[src/rtl/acc_stack_if.sv]
// acc_stack_if: bus bundle between the accumulator/save-stack block and its user.
//
//   Parameters
//     WIDTH  accumulator / data path width in bits
//     LW     width of the stack occupancy count
//
//   Signals (direction seen from the accumulator, i.e. the slave modport)
//     data_mem  in   load source when control=1
//     data_alu  in   load source when control=0
//     load      in   load accumulator from the selected source
//     control   in   source select: 1 = data_mem, 0 = data_alu
//     push      in   save accumulator onto the stack
//     pop       in   restore accumulator from the stack top
//     err_clr   in   clear the sticky error flags
//     data_out  out  registered accumulator value
//     zero      out  data_out == 0
//     neg       out  data_out sign bit
//     level     out  stack occupancy, 0..DEPTH
//     full      out  level == DEPTH
//     empty     out  level == 0
//     ovf_err   out  sticky push-when-full flag
//     unf_err   out  sticky pop-when-empty flag
interface acc_stack_if #(
    parameter int unsigned WIDTH = 8,
    parameter int unsigned LW    = 3
);
    logic [WIDTH-1:0] data_mem;
    logic [WIDTH-1:0] data_alu;
    logic             load;
    logic             control;
    logic             push;
    logic             pop;
    logic             err_clr;
    logic [WIDTH-1:0] data_out;
    logic             zero;
    logic             neg;
    logic [LW-1:0]    level;
    logic             full;
    logic             empty;
    logic             ovf_err;
    logic             unf_err;

    // Driven by whoever issues commands (CPU control path or testbench).
    modport master (
        output data_mem, data_alu, load, control, push, pop, err_clr,
        input  data_out, zero, neg, level, full, empty, ovf_err, unf_err
    );

    // The accumulator block itself.
    modport slave (
        input  data_mem, data_alu, load, control, push, pop, err_clr,
        output data_out, zero, neg, level, full, empty, ovf_err, unf_err
    );
endinterface

[src/rtl/acc_stack.sv]
// acc_stack: registered accumulator with a small save/restore stack.
//
//   Parameters
//     WIDTH  accumulator / data path width in bits (>= 2)
//     DEPTH  number of save-stack entries (>= 1)
//     LW     width of the level output
//
//   Ports
//     clk  in  single clock, all state updates on the rising edge
//     rst  in  synchronous active-high reset
//     bus  acc_stack_if.slave, command inputs and registered status outputs
//
//   Commands, decoded in priority order each cycle:
//     push&pop -> EXCHANGE accumulator with the stack top
//     pop      -> POP stack top into the accumulator (load discarded)
//     push     -> PUSH accumulator, optionally loading a new value in the same edge
//     load     -> LOAD accumulator from data_mem / data_alu
//     none     -> HOLD
//   A push on a full stack or a pop/exchange on an empty stack changes no data
//   state and sets the matching sticky error flag instead.
module acc_stack #(
    parameter int unsigned WIDTH = 8,
    parameter int unsigned DEPTH = 4,
    parameter int unsigned LW    = $clog2(DEPTH + 1)
) (
    input logic          clk,
    input logic          rst,
    acc_stack_if.slave   bus
);

    // Index width for the stack array; a one-entry stack still needs one bit.
    localparam int unsigned IW = (DEPTH > 1) ? $clog2(DEPTH) : 1;

    typedef enum logic [2:0] {
        CmdHold,
        CmdLoad,
        CmdPush,
        CmdPop,
        CmdExch
    } cmd_e;

    cmd_e cmd;

    // Architectural state.
    logic [WIDTH-1:0] data_q, data_d;
    logic [LW-1:0]    level_q, level_d;
    logic             ovf_q, ovf_d;
    logic             unf_q, unf_d;
    logic [WIDTH-1:0] stack_q [DEPTH];

    // Stack write port.
    logic             stack_we;
    logic [IW-1:0]    stack_widx;
    logic [WIDTH-1:0] stack_wdata;

    // Derived status.
    logic             full_w;
    logic             empty_w;
    logic [IW-1:0]    top_idx;
    logic [IW-1:0]    next_idx;
    logic [WIDTH-1:0] load_val;
    logic             ovf_set;
    logic             unf_set;

    assign full_w   = (level_q == LW'(DEPTH));
    assign empty_w  = (level_q == '0);
    // Both indices are only used when they are in range (not full / not empty).
    assign next_idx = IW'(level_q);
    assign top_idx  = IW'(level_q - LW'(1));
    assign load_val = bus.control ? bus.data_mem : bus.data_alu;

    // Command decode.
    always_comb begin
        cmd = CmdHold;
        if (bus.push && bus.pop) begin
            cmd = CmdExch;
        end else if (bus.pop) begin
            cmd = CmdPop;
        end else if (bus.push) begin
            cmd = CmdPush;
        end else if (bus.load) begin
            cmd = CmdLoad;
        end
    end

    // Next-state logic.
    always_comb begin
        data_d      = data_q;
        level_d     = level_q;
        stack_we    = 1'b0;
        stack_widx  = next_idx;
        stack_wdata = data_q;
        ovf_set     = 1'b0;
        unf_set     = 1'b0;

        unique case (cmd)
            CmdLoad: begin
                data_d = load_val;
            end
            CmdPush: begin
                if (full_w) begin
                    // Rejected push also drops any accompanying load.
                    ovf_set = 1'b1;
                end else begin
                    stack_we   = 1'b1;
                    stack_widx = next_idx;
                    level_d    = level_q + LW'(1);
                    if (bus.load) begin
                        data_d = load_val;
                    end
                end
            end
            CmdPop: begin
                if (empty_w) begin
                    unf_set = 1'b1;
                end else begin
                    data_d  = stack_q[top_idx];
                    level_d = level_q - LW'(1);
                end
            end
            CmdExch: begin
                if (empty_w) begin
                    unf_set = 1'b1;
                end else begin
                    data_d     = stack_q[top_idx];
                    stack_we   = 1'b1;
                    stack_widx = top_idx;
                end
            end
            default: begin
            end
        endcase

        // A new error event wins over a simultaneous clear.
        ovf_d = ovf_set | (ovf_q & ~bus.err_clr);
        unf_d = unf_set | (unf_q & ~bus.err_clr);
    end

    // Control and accumulator registers.
    always_ff @(posedge clk) begin
        if (rst) begin
            data_q  <= '0;
            level_q <= '0;
            ovf_q   <= 1'b0;
            unf_q   <= 1'b0;
        end else begin
            data_q  <= data_d;
            level_q <= level_d;
            ovf_q   <= ovf_d;
            unf_q   <= unf_d;
        end
    end

    // Stack storage is deliberately not reset; entries are unreadable until
    // written because level gates every read.
    always_ff @(posedge clk) begin
        if (!rst && stack_we) begin
            stack_q[stack_widx] <= stack_wdata;
        end
    end

    // Outputs: all driven from registers.
    assign bus.data_out = data_q;
    assign bus.zero     = (data_q == '0);
    assign bus.neg      = data_q[WIDTH-1];
    assign bus.level    = level_q;
    assign bus.full     = full_w;
    assign bus.empty    = empty_w;
    assign bus.ovf_err  = ovf_q;
    assign bus.unf_err  = unf_q;

endmodule

[src/flat_wrapper.sv]
// flat-port wrapper written by rule: the top's interface ports become plain ports
module acc_stack_flat 
#(
    parameter int unsigned WIDTH = 8,
    parameter int unsigned DEPTH = 4,
    parameter int unsigned LW    = $clog2(DEPTH + 1)
)
  (clk, rst, bus_data_mem, bus_data_alu, bus_load, bus_control, bus_push, bus_pop, bus_err_clr, bus_data_out, bus_zero, bus_neg, bus_level, bus_full, bus_empty, bus_ovf_err, bus_unf_err);
  acc_stack_if #(.WIDTH(WIDTH), .LW(LW)) bus_i ();
  input logic clk;
  input logic rst;
  input wire logic [$bits(bus_i.data_mem)-1:0] bus_data_mem;
  input wire logic [$bits(bus_i.data_alu)-1:0] bus_data_alu;
  input wire logic [$bits(bus_i.load)-1:0] bus_load;
  input wire logic [$bits(bus_i.control)-1:0] bus_control;
  input wire logic [$bits(bus_i.push)-1:0] bus_push;
  input wire logic [$bits(bus_i.pop)-1:0] bus_pop;
  input wire logic [$bits(bus_i.err_clr)-1:0] bus_err_clr;
  output wire logic [$bits(bus_i.data_out)-1:0] bus_data_out;
  output wire logic [$bits(bus_i.zero)-1:0] bus_zero;
  output wire logic [$bits(bus_i.neg)-1:0] bus_neg;
  output wire logic [$bits(bus_i.level)-1:0] bus_level;
  output wire logic [$bits(bus_i.full)-1:0] bus_full;
  output wire logic [$bits(bus_i.empty)-1:0] bus_empty;
  output wire logic [$bits(bus_i.ovf_err)-1:0] bus_ovf_err;
  output wire logic [$bits(bus_i.unf_err)-1:0] bus_unf_err;
  assign bus_i.data_mem = bus_data_mem;
  assign bus_i.data_alu = bus_data_alu;
  assign bus_i.load = bus_load;
  assign bus_i.control = bus_control;
  assign bus_i.push = bus_push;
  assign bus_i.pop = bus_pop;
  assign bus_i.err_clr = bus_err_clr;
  assign bus_data_out = bus_i.data_out;
  assign bus_zero = bus_i.zero;
  assign bus_neg = bus_i.neg;
  assign bus_level = bus_i.level;
  assign bus_full = bus_i.full;
  assign bus_empty = bus_i.empty;
  assign bus_ovf_err = bus_i.ovf_err;
  assign bus_unf_err = bus_i.unf_err;
  acc_stack #(.WIDTH(WIDTH), .DEPTH(DEPTH), .LW(LW)) u_core (.clk(clk), .rst(rst), .bus(bus_i));
endmodule
[config.mk]
export PLATFORM = sky130hd
export DESIGN_NAME = acc_stack_flat
export DESIGN_NICKNAME = d
export VERILOG_FILES = /design/src/rtl/acc_stack_if.sv /design/src/rtl/acc_stack.sv /design/src/flat_wrapper.sv
export SDC_FILE = /design/constraint.sdc
export NUM_CORES = 1
export LEC_CHECK = 0
export ABC_AREA = 1
export CAP_MARGIN = 10
export CORE_MARGIN = 3
export CORE_UTILIZATION = 45
export CTS_CLUSTER_DIAMETER = 80
export DETAILED_ROUTE_END_ITERATION = 8
export PLACE_DENSITY = 0.7
export SYNTH_ARGS = -nofsm -noshare
export SYNTH_HDL_FRONTEND = slang
export SYNTH_SLANG_ARGS = --single-unit
[constraint.sdc]
create_clock -name clk -period 2.9 [get_ports clk]
set_clock_uncertainty 0.1 [all_clocks]
set_input_delay 0.58 -clock clk [delete_from_list [all_inputs] [get_ports clk]]
set_output_delay 0.58 -clock clk [all_outputs]
set_load 0.01 [all_outputs]
==> metrics.md <==
| Metric | Value |
|---|---|
| Fin crit share | `89.9%` |
| Least-Margin Pin Slew | `393 ps` |
| Pre-CTS setup slack | `99.2 ps` |
| I/O pin cnt | `40` |
| Die W | `78.0 um` |
| CP Buf/Inv Count | `3` |
| Gate power share | `26.8%` |
| DRC | `0` |
| Crit. End Element | `output pin` |
| Critical path arrival | `1930 ps` |
| Syn Area/Cell | `8.64 um2` |
| Gr usage total | `16.8%` |
| Clock Pin Slew Worst Setup and Hold Paths | `90 ps` |
| Register area share after synthesis | `52.3%` |
| RSZ-0062 raised after global routing | `false` |
| H-tree depth | `2` |
| Total grt overflow | `0` |
| Yosys Warn Count | `0` |
| Initial antenna violation count | `0` |
| Vias in the first global route | `1624` |
| Endpoints failing setup | `0` |
| Cell taking the most area after synthesis | `edfxtp_1` |
| Mapped Cells | `270` |
| Final Hold Viols | `0` |
| Worst slew margin | `73.7%` |
| Initial DRC count | `133` |
| CTS max path bufs | `2` |
| I/O Buffers | `39` |
| GPL Wtd Cong | `0.823` |
| WL final | `4.61 mm` |
| Startpoint Class | `flop` |
| Post-DP Area | `2820 um2` |
| Worst-path cell chain | `inv_1 -> ha_1 -> inv_1 -> nor2_2 -> clkdlybuf4s50_1` |
| Total setup buffers inserted after CTS | `0` |
| Layout area overhead | `24.9%` |
| Post-synthesis register bit count | `45` |
| Cts repair resizes | `0` |
| TritonCTS Buffers | `5` |
| Commonest cells after routing, fill and taps aside | `nand2_1 (75), clkdlybuf4s50_1 (39), inv_1 (34), edfxtp_1 (32), nor2_1 (31)` |
| Internal | `0.00112 W` |
| Psw | `0.000528 W` |
| Initial Util | `47.8%` |
| Pwr dens | `565 nW/um2` |
| Final HPWL DP | `3.57 mm` |
| Clk sinks | `45` |
| CP peak stage delay | `570 ps` |
| LEAKAGE | `1.26 nW` |
| Crit path top cell by count | `inv_1` |
| Clock share of power | `25.0%` |
| Status | `complete, no violations` |
| # hold bufs at CTS | `0` |
| Core Box Area | `4880 um2` |
| DRT Pass-1 Iters | `4` |
| Largest net degree at the start of global routing | `28` |
| Vias | `1750` |
| Final Max Tran Viols | `0` |
| Fin nets | `344` |
| First-pass GRT wire length | `7.80 mm` |
| Critical path peak fanout | `12` |
| Synth top area share | `41.2%` |
| Worst VDD drop | `218 uV` |
| Switching portion of total power | `32.0%` |
| Synth Cell Area | `2330 um2` |
| Clock Tree Root | `clkbuf_8` |
| CP delay by family, top | `buffers and inverters` |
| Min Tclk post-route | `2610 ps` |
| Avg WL per Cell | `12.0 um` |
| Die ar. | `6090 um2` |
| Utilization after layout | `59.7%` |
| Post-route cell area | `2910 um2` |
| Critical Path Slowest Stage Cell | `clkdlybuf4s50_1` |
| Antenna diodes | `0` |
| CTS tree | `built` |
| Max Fclk | `383 MHz` |
| Layout cells sized above 1 | `14.8%` |
| Seq pwr share | `48.2%` |
| Max-cap violations | `0` |
| Hold/Removal Path Class | `flop to flop` |
| Row count | `25` |
| Syn nets | `298` |
| Number of nets with antenna violations after routing | `0` |
| Setup TNS | `0 ps` |
| WS Path Type | `flop to output pin` |
| Leading cell type in the layout, fill and taps excluded | `nand2_1` |
| Top post-synthesis cells by area | `edfxtp_1 (41%), nand2_1 (12%), dfxtp_1 (11%)` |
| Final worst setup slack | `292 ps` |
| Clock Latency Late Sink | `310 ps` |
| Via-per-instance ratio | `4.56` |
| Required time worst endpoint | `2220 ps` |
| Die span in y | `78.0 um` |
| Yosys cell types | `28` |
worst paths after layout:
check                              startpoint                             end  slack (ps)  cells past startpoint
min reg2reg     u_core.bus.ovf_err$_SDFF_PP0_   u_core.bus.ovf_err$_SDFF_PP0_         370                      2
min             u_core.bus.ovf_err$_SDFF_PP0_   u_core.bus.ovf_err$_SDFF_PP0_         370                      2
max reg2reg  u_core.bus.level[0]$_SDFFE_PP0P_  u_core.stack_q[3][0]$_DFFE_PP_         680                     10
max          u_core.bus.level[0]$_SDFFE_PP0P_                       bus_empty         290                      5
tightest hold or removal path: stages (launching register included):
cell and delay [ps]:
dfxtp_1 320, nand2_1 60, a21oi_1 50
per-layer routing:
layer  share of wire (%)  track usage, %  up-vias
met5                   0               0        -
met3                 5.8            3.10        4
met1                  48            24.6      746
met4                0.87            7.52        0
li1                    -               -      945
met2                  45            24.1       55
power groups by stage:
stage / Clock, W / Combinational [W] / Sequential, W
finish: 0.000412 / 0.000442 / 0.000794
global route: 0.000448 / 0.000502 / 0.000801
floorplan: 0 / 0.000281 / 0.000800
detailed placement: 0 / 0.000444 / 0.000811
global placement: 0 / 0.000444 / 0.000810
CTS: 0.000424 / 0.000447 / 0.000796
flip-flops by register name, summed over array words and instances (netlist names):
signal               count
u_core.stack_q          32
u_core.bus.data_out      8
u_core.bus.level         3
u_core.bus.ovf_err       1
u_core.bus.unf_err       1
Yosys cell counts (all sizes together):
library cell / n
clkinv: 1
nand2: 85
xor2: 2
edfxtp: 32
inv: 40
ha: 5
buf: 8
o211ai: 8
dfxtp: 13
nor3: 4
a21oi: 4
nand3: 9
xnor2: 1
nor2: 37
nand4: 2
o21ai: 19
cells by family after synthesis:
| family | synth area share [%] |
|---|---|
| buffers and inverters | 8.79 |
| flip-flops | 52.3 |
| XOR/XNOR | 1.45 |
| adder cells (fa/ha/maj) | 2.68 |
| AND/OR/NAND/NOR | 26.9 |
| AO/OA/AOI/OAI | 7.83 |
stage by stage:
| step | power [W] | cells | hold WS, ps |
|---|---|---|---|
| after floorplan | 0.00108 | 270 | 381 |
| after detailed placement | 0.00126 | 376 | 357 |
| after global routing | 0.00175 | 384 | 381 |
| after global placement | 0.00125 | 376 | 353 |
| after CTS | 0.00167 | 384 | 369 |
| final | 0.00165 | 384 | 371 |
area by class of cell:
class / count / area [um2]
Inverter: 41 / 154
Tap cell: 67 / 83.8
Timing Repair Buffer: 47 / 450
Fill cell: 462 / 1970
Clock buffer: 5 / 68.8
Clock inverter: 3 / 28.8
Multi-Input combinational cell: 176 / 907
Sequential cell: 45 / 1220
Note: power is estimated with default switching activity, not from simulation.
